--- src/rtl/ps2_host_tx.sv ---
// rtl/ps2_host_tx.sv - PS/2 host-to-device command byte transmitter
//
// Ports:
//   clock     in   system clock, all logic on its rising edge
//   reset     in   synchronous active-high reset
//   tx_data   in   [7:0] command byte, latched when tx_start is accepted
//   tx_start  in   request strobe, accepted only while busy=0
//   ps2c_in   in   asynchronous level of the PS/2 clock pin
//   ps2d_in   in   asynchronous level of the PS/2 data pin
//   ps2c_oe   out  1 = pull PS/2 clock low, 0 = release
//   ps2d_oe   out  1 = pull PS/2 data low, 0 = release
//   busy      out  high while a frame is in progress
//   tx_done   out  one-cycle pulse on an acknowledged transfer
//   tx_error  out  one-cycle pulse on timeout or missing ACK
module ps2_host_tx #(
   parameter int INHIBIT_CYCLES = 5000,
   parameter int TIMEOUT_CYCLES = 750000
) (
   input  logic       clock,
   input  logic       reset,
   input  logic [7:0] tx_data,
   input  logic       tx_start,
   input  logic       ps2c_in,
   input  logic       ps2d_in,
   output logic       ps2c_oe,
   output logic       ps2d_oe,
   output logic       busy,
   output logic       tx_done,
   output logic       tx_error
);

   // One counter serves both the inhibit interval and the timeout, so it
   // is sized for whichever limit is larger and can always reach it.
   localparam int CNT_MAX = (INHIBIT_CYCLES > TIMEOUT_CYCLES) ? INHIBIT_CYCLES : TIMEOUT_CYCLES;
   localparam int CW      = $clog2(CNT_MAX + 1);
   localparam logic [CW-1:0] INH_LAST = CW'(INHIBIT_CYCLES - 1);
   localparam logic [CW-1:0] TO_LIM   = CW'(TIMEOUT_CYCLES);

   typedef enum logic [2:0] {
      IDLE,
      INHIBIT,
      REQ,
      XFER,
      ACK,
      WAIT_IDLE
   } state_t;

   state_t        state, state_n;
   logic [CW-1:0] cnt, cnt_n;
   logic [3:0]    bit_idx, bit_idx_n;
   logic [8:0]    frame, frame_n;      // {parity, data}, bit 0 sent first
   logic          drive, drive_n;      // value of ps2d_oe while in XFER
   logic          c_meta, c_sync, c_prev;
   logic          d_meta, d_sync;
   logic          fall;
   logic          timed_out;

   always_ff @(posedge clock) begin
      if (reset) begin
         c_meta  <= 1'b1;
         c_sync  <= 1'b1;
         c_prev  <= 1'b1;
         d_meta  <= 1'b1;
         d_sync  <= 1'b1;
         state   <= IDLE;
         cnt     <= '0;
         bit_idx <= '0;
         frame   <= '0;
         drive   <= 1'b0;
      end else begin
         c_meta  <= ps2c_in;
         c_sync  <= c_meta;
         c_prev  <= c_sync;
         d_meta  <= ps2d_in;
         d_sync  <= d_meta;
         state   <= state_n;
         cnt     <= cnt_n;
         bit_idx <= bit_idx_n;
         frame   <= frame_n;
         drive   <= drive_n;
      end
   end

   assign fall      = c_prev & ~c_sync;
   assign timed_out = (cnt == TO_LIM);

   always_comb begin
      state_n   = state;
      cnt_n     = cnt;
      bit_idx_n = bit_idx;
      frame_n   = frame;
      drive_n   = drive;
      ps2c_oe   = 1'b0;
      ps2d_oe   = 1'b0;
      tx_done   = 1'b0;
      tx_error  = 1'b0;
      busy      = (state != IDLE);

      case (state)
         IDLE: begin
            if (tx_start) begin
               frame_n   = {~^tx_data, tx_data};
               cnt_n     = '0;
               bit_idx_n = '0;
               drive_n   = 1'b0;
               state_n   = INHIBIT;
            end
         end

         INHIBIT: begin
            ps2c_oe = 1'b1;
            if (cnt == INH_LAST) begin
               // Start bit goes down one cycle before the clock is released.
               ps2d_oe = 1'b1;
               cnt_n   = '0;
               state_n = REQ;
            end else begin
               cnt_n = cnt + CW'(1);
            end
         end

         REQ: begin
            ps2d_oe = 1'b1;
            if (timed_out) begin
               tx_error = 1'b1;
               cnt_n    = '0;
               state_n  = IDLE;
            end else begin
               cnt_n = cnt + CW'(1);
               if (fall) begin
                  bit_idx_n = '0;
                  drive_n   = ~frame[0];
                  state_n   = XFER;
               end
            end
         end

         XFER: begin
            ps2d_oe = drive;
            if (timed_out) begin
               tx_error = 1'b1;
               cnt_n    = '0;
               state_n  = IDLE;
            end else begin
               cnt_n = cnt + CW'(1);
               if (fall) begin
                  if (bit_idx == 4'd8) begin
                     // Parity has been clocked out; release for the stop bit.
                     drive_n = 1'b0;
                     state_n = ACK;
                  end else begin
                     bit_idx_n = bit_idx + 4'd1;
                     drive_n   = ~frame[bit_idx + 4'd1];
                  end
               end
            end
         end

         ACK: begin
            if (timed_out) begin
               tx_error = 1'b1;
               cnt_n    = '0;
               state_n  = IDLE;
            end else begin
               cnt_n = cnt + CW'(1);
               if (fall) begin
                  if (!d_sync) begin
                     cnt_n   = '0;
                     state_n = WAIT_IDLE;
                  end else begin
                     tx_error = 1'b1;
                     state_n  = IDLE;
                  end
               end
            end
         end

         WAIT_IDLE: begin
            if (c_sync && d_sync) begin
               tx_done = 1'b1;
               cnt_n   = '0;
               state_n = IDLE;
            end else if (timed_out) begin
               tx_error = 1'b1;
               cnt_n    = '0;
               state_n  = IDLE;
            end else begin
               cnt_n = cnt + CW'(1);
            end
         end

         default: begin
            state_n = IDLE;
         end
      endcase

      // An aborted frame must not report an outcome.
      if (reset) begin
         tx_done  = 1'b0;
         tx_error = 1'b0;
      end
   end

endmodule

--- config.mk ---
export PLATFORM = sky130hd
export DESIGN_NAME = ps2_host_tx
export DESIGN_NICKNAME = d
export VERILOG_FILES = /design/src/rtl/ps2_host_tx.sv
export SDC_FILE = /design/constraint.sdc
export NUM_CORES = 1
export LEC_CHECK = 0
export BUFFER_PORTS_ARGS = -buffer_cell sky130_fd_sc_hd__buf_2
export CORE_ASPECT_RATIO = 0.9
export CORE_MARGIN = 2
export CORE_UTILIZATION = 50
export CTS_CLUSTER_SIZE = 10
export DETAILED_ROUTE_END_ITERATION = 8
export HOLD_SLACK_MARGIN = 0.06
export PLACE_DENSITY = 0.76
export SLEW_MARGIN = 20
export SYNTH_ARGS = -nofsm -noshare
export SYNTH_HDL_FRONTEND = slang
export SYNTH_SLANG_ARGS = --single-unit
export TNS_END_PERCENT = 5
--- constraint.sdc ---
create_clock -name clock -period 2.53 [get_ports clock]
set_input_delay 0.506 -clock clock [delete_from_list [all_inputs] [get_ports clock]]
set_output_delay 0.506 -clock clock [all_outputs]
set_load 0.01 [all_outputs]
==> out/qor.yml, run 1 <==
post_cts_resize_count: 0
ant_nets: 0
drt_wl_total_um: 4790
pin_count: 18
synth-seq-cells: 42
leakagePower_nw: 0.923
final_core_util_pct: 57.5
hp-class: "input port to flop"
rsz0062_at_grt: "no"
cp.arrival_ns: 1.86
crit_required_ns: 2.02
insertion_delay_ns: 0.30
syn_avg_cell_area_sq_um: 8.43
firstDrtPassIters: 4
h-tree-depth: 2
synth_nets: 297
grt_remaining_overflow: 0
powerDensity_nw_per_um2: 765
dp_cells: 348
maxCapViolCount: 0
grt_pass1_wl_um: 8070
reg2reg_slack_ns: 0.32
grt_max_degree: 30
cts_buffers: 5
seq_area_frac_synth_pct: 36.0
timing_hold_violations_final: 0
synthArstFlopShare_pct: 0
rows: 23
crit_fanout: 4
drive_gt1_share_pct: 19.0
irDropWorstVdd_v: 0.000747
diodes: 0
path_clk_slew_ns: 0.08
nFillCells: 408
fin_crit_ns: 2.36
drt_iter0_drc: 150
worst-slew-pin-transition_ns: 0.536
status: "completed"
dieArea_sq_um: 5230
period_share_pct: 93.4
cts.sinks: 42
hpwl_um: 3510
yosys_warnings: 0
placed_area_sq_um: 2450
synthCells: 277
fin_cells: 356
path_class: "flop to primary output"
slew_violations: 0
setup_violations: 0
cts_hold_buf: 0
synth-edff-count: 0
fp.dieH_um: 68.8
synth_area_leader_cell: "dfxtp_1"
grt_pass1_vias: 1771
io_buffers: 17
grt.total_usage_pct: 19.5
drc: 0
cts_root_buf: "clkbuf_8"
final_cell_area_sq_um: 2560
cts_setup_buffers: 0
gp_congestion: 0.880
slew_headroom_pct: 64.2
nets: 313
wl_per_cell_um: 13.4
synth_top_area_share_pct: 36.0
netlist-cell-type-count: 52
end_kind: "primary output"
synth_most_common_cell: "dfxtp_1"
start_kind: "flop"
num_vias: 1947
viasPerCell: 5.47
area_growth_pct: 9.86
antenna_found_initial: 0
fmax_mhz: 423
synthTopCellsByCount: "dfxtp_1 (42), nand2_1 (37), nor2_1 (28), a21oi_1 (18), xor2_1 (14)"
initial_utilization_pct: 52.3
ys_top_cells_by_area: "dfxtp_1 (36%), nand2_1 (5.9%), xor2_1 (5.3%)"
final.setup_skew_ns: 0.00811
cts_tree: "built"
clk_path_buf_depth: 2
syn-cell-area_sq_um: 2330
yosys_most_used_dff: "dfxtp_1"
final.setup.tns_ns: 0
design.core.area_sq_um: 4460
die_w_um: 76.0
==> power breakdown <==
part	internal, mW	switching (mW)	total (mW)
clock	0.295	0.246	0.540
combinational	0.232	0.392	0.624
sequential	0.721	0.0787	0.799
total	1.25	0.716	1.96
==> worst max-delay path, stage by stage (launching register included) <==
cell and delay (ns):
dfxtp_1 0.38, ha_1 0.25, nor4bb_1 0.28, and3_1 0.24, nand4_1 0.11, a21oi_1 0.15, buf_2 0.14
==> worst paths after layout <==
kind	from	to	depth (start not counted)
worst max register to register	bit_idx[0]	drive	8
worst min-delay path	ps2c_in	c_meta	2
worst min register to register	c_meta	c_sync	1
worst max-delay path	cnt[0]	ps2d_oe	6
==> cell families (layout without fill, tap and decap cells) <==
family          count (synthesis)  after routing  synth area share (%)
compound gates                 41             41                  12.1
xor+xnor                       26             26                  9.75
fa+ha+maj                       7              7                  3.75
buf+inv                        20             37                  4.07
flops                          42             42                  36.0
mux                             6              6                  3.64
simple gates                  135            135                  30.7
==> layout make-up <==
| type | count | area (sq um) | share of cell area [%] |
|---|---|---|---|
| tap | 62 | 77.6 | 3.02 |
| clock inverter | 2 | 37.5 | 1.46 |
| inverter | 11 | 41.3 | 1.61 |
| multi-input combinational | 215 | 1400 | 54.6 |
| timing repair buffer | 18 | 92.6 | 3.61 |
| clock buffer | 6 | 72.6 | 2.83 |
| sequential | 42 | 842 | 32.8 |
==> cell usage in the layout, fill, tap and decap left out, types with 5 or more instances in the layout <==
master,n
dfxtp_1,41
and3_1,6
nand4_1,6
buf_2,17
ha_1,7
xor2_1,14
nor3_1,7
a21oi_1,18
xnor2_1,12
nand3_1,11
inv_1,9
clkbuf_8,5
nor2_2,10
nor2_1,28
or2_2,5
nand2_1,37
==> registers in the layout, summed over array words and instances (netlist names) <==
| signal | count |
|---|---|
| c_sync | 1 |
| frame | 9 |
| c_meta | 1 |
| drive | 1 |
| d_sync | 1 |
| state | 3 |
| c_prev | 1 |
| bit_idx | 4 |
| cnt | 20 |
| d_meta | 1 |
==> metal layers <==
metal | up-vias | routed length, um | GRT usage [%]
met5 | - | 0 | 0
met4 | 0 | 60 | 6.36
met3 | 7 | 243 | 6.12
met2 | 42 | 2120 | 31.5
met1 | 909 | 2360 | 25.4
li1 | 989 | - | -
==> metrics by stage <==
stage | worst slack [ns] | hold slack [ns] | total power, mW
3_3_place_gp | 0.455 | 0.392 | 1.41
4_1_cts | 0.125 | 0.382 | 1.96
2_1_floorplan | 0.625 | 0.389 | 1.30
6_report | 0.166 | 0.384 | 1.96
5_1_grt | 0.0391 | 0.370 | 2.07
3_5_place_dp | 0.350 | 0.399 | 1.42
Note: power is estimated with default switching activity, not from simulation.
==> run 2, diff against run 1 <==
==> constraint.sdc (replaced) <==
create_clock -name clock -period 2.53 [get_ports clock]
set_input_delay 0 -clock clock [delete_from_list [all_inputs] [get_ports clock]]
set_output_delay 0 -clock clock [all_outputs]
set_load 0.01 [all_outputs]
==> run 2 against run 1 <==
Compared with the run above: setup slack improved by 0.20 ns; routed wire length grew 4.6%; sequential power is essentially flat; critical path type is now flop to flop.
==> out/qor.yml, run 2 (synthesis results as in run 1) <==
final_cell_area_sq_um: 2640  # +3.0%
cts_root_buf: "clkbuf_8"
nets: 323  # +3.2%
setup_violations: 0  # unchanged
drc: 0  # unchanged
cts_buffers: 5  # unchanged
final_core_util_pct: 59.2  # +1.7 points
rows: 23  # unchanged
fp.dieH_um: 68.8  # unchanged
irDropWorstVdd_v: 0.000713  # -4.5%
path_class: "flop to flop"
slew_headroom_pct: 62.6  # -1.6 points
ant_nets: 0  # unchanged
dp_cells: 348  # unchanged
grt_pass1_wl_um: 8630  # +6.9%
timing_hold_violations_final: 0  # unchanged
maxCapViolCount: 0  # unchanged
antenna_found_initial: 0  # unchanged
r2r_end: "drive"
area_growth_pct: 13.2
finalPower_mw: 1.89  # -3.7%
fin_crit_ns: 2.17  # -0.195 ns
whs_ns: 0.165  # -0.218 ns
status: "completed"
grt_max_degree: 30  # unchanged
design.core.area_sq_um: 4460  # unchanged
switching_share_pct: 37.5  # +1.0 points
cts.sinks: 42  # unchanged
cts_tree: "built"
firstDrtPassIters: 4  # unchanged
dp_slack_ns: 0.366  # +0.0167 ns
clkPwrFrac_pct: 23.6  # -3.9 points
top_register: "cnt"
end_kind: "flop"
layout_commonest_cell: "dfxtp_1"
wl_per_cell_um: 13.7  # +1.8%
r2r_start: "bit_idx[0]"
powerDensity_nw_per_um2: 715  # -6.5%
diodes: 0  # unchanged
initial_utilization_pct: 52.3  # unchanged
nFillCells: 405  # -0.74%
slew_violations: 0  # unchanged
rr_worst_depth: 8  # unchanged
combPwrFrac_pct: 34.3  # +2.5 points
crit_fanout: 8  # +4
grt_pass1_vias: 1819  # +2.7%
gp_congestion: 0.878  # -0.15%
viasPerCell: 5.46  # -0.13%
worstHoldStart: "reset"
cp.arrival_ns: 2.40  # +0.54 ns
period_share_pct: 85.7  # -7.7 points
min_to: "bit_idx[3]"
cts_hold_buf: 10  # +10
netSwitchingPower_uw: 709  # -0.96%
start_kind: "flop"
reg_top3: "cnt: 20 flops, frame: 9 flops, bit_idx: 4 flops"
h-tree-depth: 2  # unchanged
final.setup_skew_ns: 0.00744  # -0.000665 ns
insertion_delay_ns: 0.30  # about the same
die_w_um: 76.0  # unchanged
hp-class: "input port to flop"
rsz0062_at_grt: "no"
fmax_mhz: 461  # +9.0%
clk_path_buf_depth: 2  # unchanged
seqPwrFrac_pct: 42.1  # +1.4 points
largest_reg_flops: 20  # unchanged
path_clk_slew_ns: 0.08  # about the same
fin_ws_ns: 0.361  # +0.195 ns
final.setup.tns_ns: 0  # unchanged
hpwl_um: 3580  # +2.0%
reg2reg_slack_ns: 0.36  # +0.04 ns
worst-slew-pin-transition_ns: 0.559  # +0.0233 ns
drt_iter0_drc: 149  # -0.67%
grt.total_usage_pct: 20.8  # +1.3 points
dieArea_sq_um: 5230  # unchanged
crit_required_ns: 2.76  # +0.74 ns
drive_gt1_share_pct: 17.8  # -1.3 points
post_cts_resize_count: 0  # unchanged
internal_power_mw: 1.18  # -5.3%
cts_setup_buffers: 0  # unchanged
leakagePower_nw: 0.962  # +4.2%
layout_common_cells: "dfxtp_1 (42), nand2_1 (37), nor2_1 (28), a21oi_1 (18), buf_2 (17)"
fin_cells: 366  # +2.8%
grt_remaining_overflow: 0  # unchanged
io_buffers: 17  # unchanged
min_path_cells: 2  # unchanged
drt_wl_total_um: 5010  # +4.6%
num_vias: 1999  # +2.7%
placed_area_sq_um: 2450  # unchanged
pin_count: 18  # unchanged
## run 2: layer usage
layer  global-route usage (%)  part of all wire [%]  up-vias
met5                        0                     0        -
met3                     3.52                   4.0       11
met4                     9.32                   2.0        0
met1                     27.9                    50      926
li1                         -                     -     1004
met2                     33.6                    44       58
## run 2: how the worst max path moves through the flow
stage,start,endpoint,slack (ns),depth (start not counted)
after floorplan,bit_idx[0],drive,0.62,8
after global placement,bit_idx[0],drive,0.45,8
after detailed placement,bit_idx[0],drive,0.37,8
after CTS,bit_idx[0],drive,0.36,8
after global routing,bit_idx[0],drive,0.15,8
final,bit_idx[0],drive,0.36,8
## run 2: critical path, cell delays in order, from the launching register on
cell     delay (ns)
dfxtp_1        0.49
inv_1          0.08
ha_1           0.39
mux4_2         0.54
mux2i_1        0.14
mux2i_1        0.11
o32ai_1        0.12
nand3_1        0.10
a21oi_1        0.13
## run 2: power groups by stage
stage | sequential (mW) | clock (mW) | combinational (mW)
4_1_cts | 0.795 | 0.457 | 0.638
5_1_grt | 0.807 | 0.490 | 0.715
3_3_place_gp | 0.807 | 0 | 0.602
2_1_floorplan | 0.779 | 0 | 0.518
6_report | 0.796 | 0.446 | 0.648
3_5_place_dp | 0.810 | 0 | 0.617
## run 2: cell type report
type / count / area [sq um] / area share, %
Sequential cell: 42 / 841 / 31.8
Clock buffer: 7 / 86.3 / 3.27
Multi-Input combinational cell: 215 / 1400 / 52.9
Tap cell: 62 / 77.6 / 2.94
Inverter: 11 / 41.3 / 1.56
Timing Repair Buffer: 28 / 193 / 7.29
Clock inverter: 1 / 5.00 / 0.189
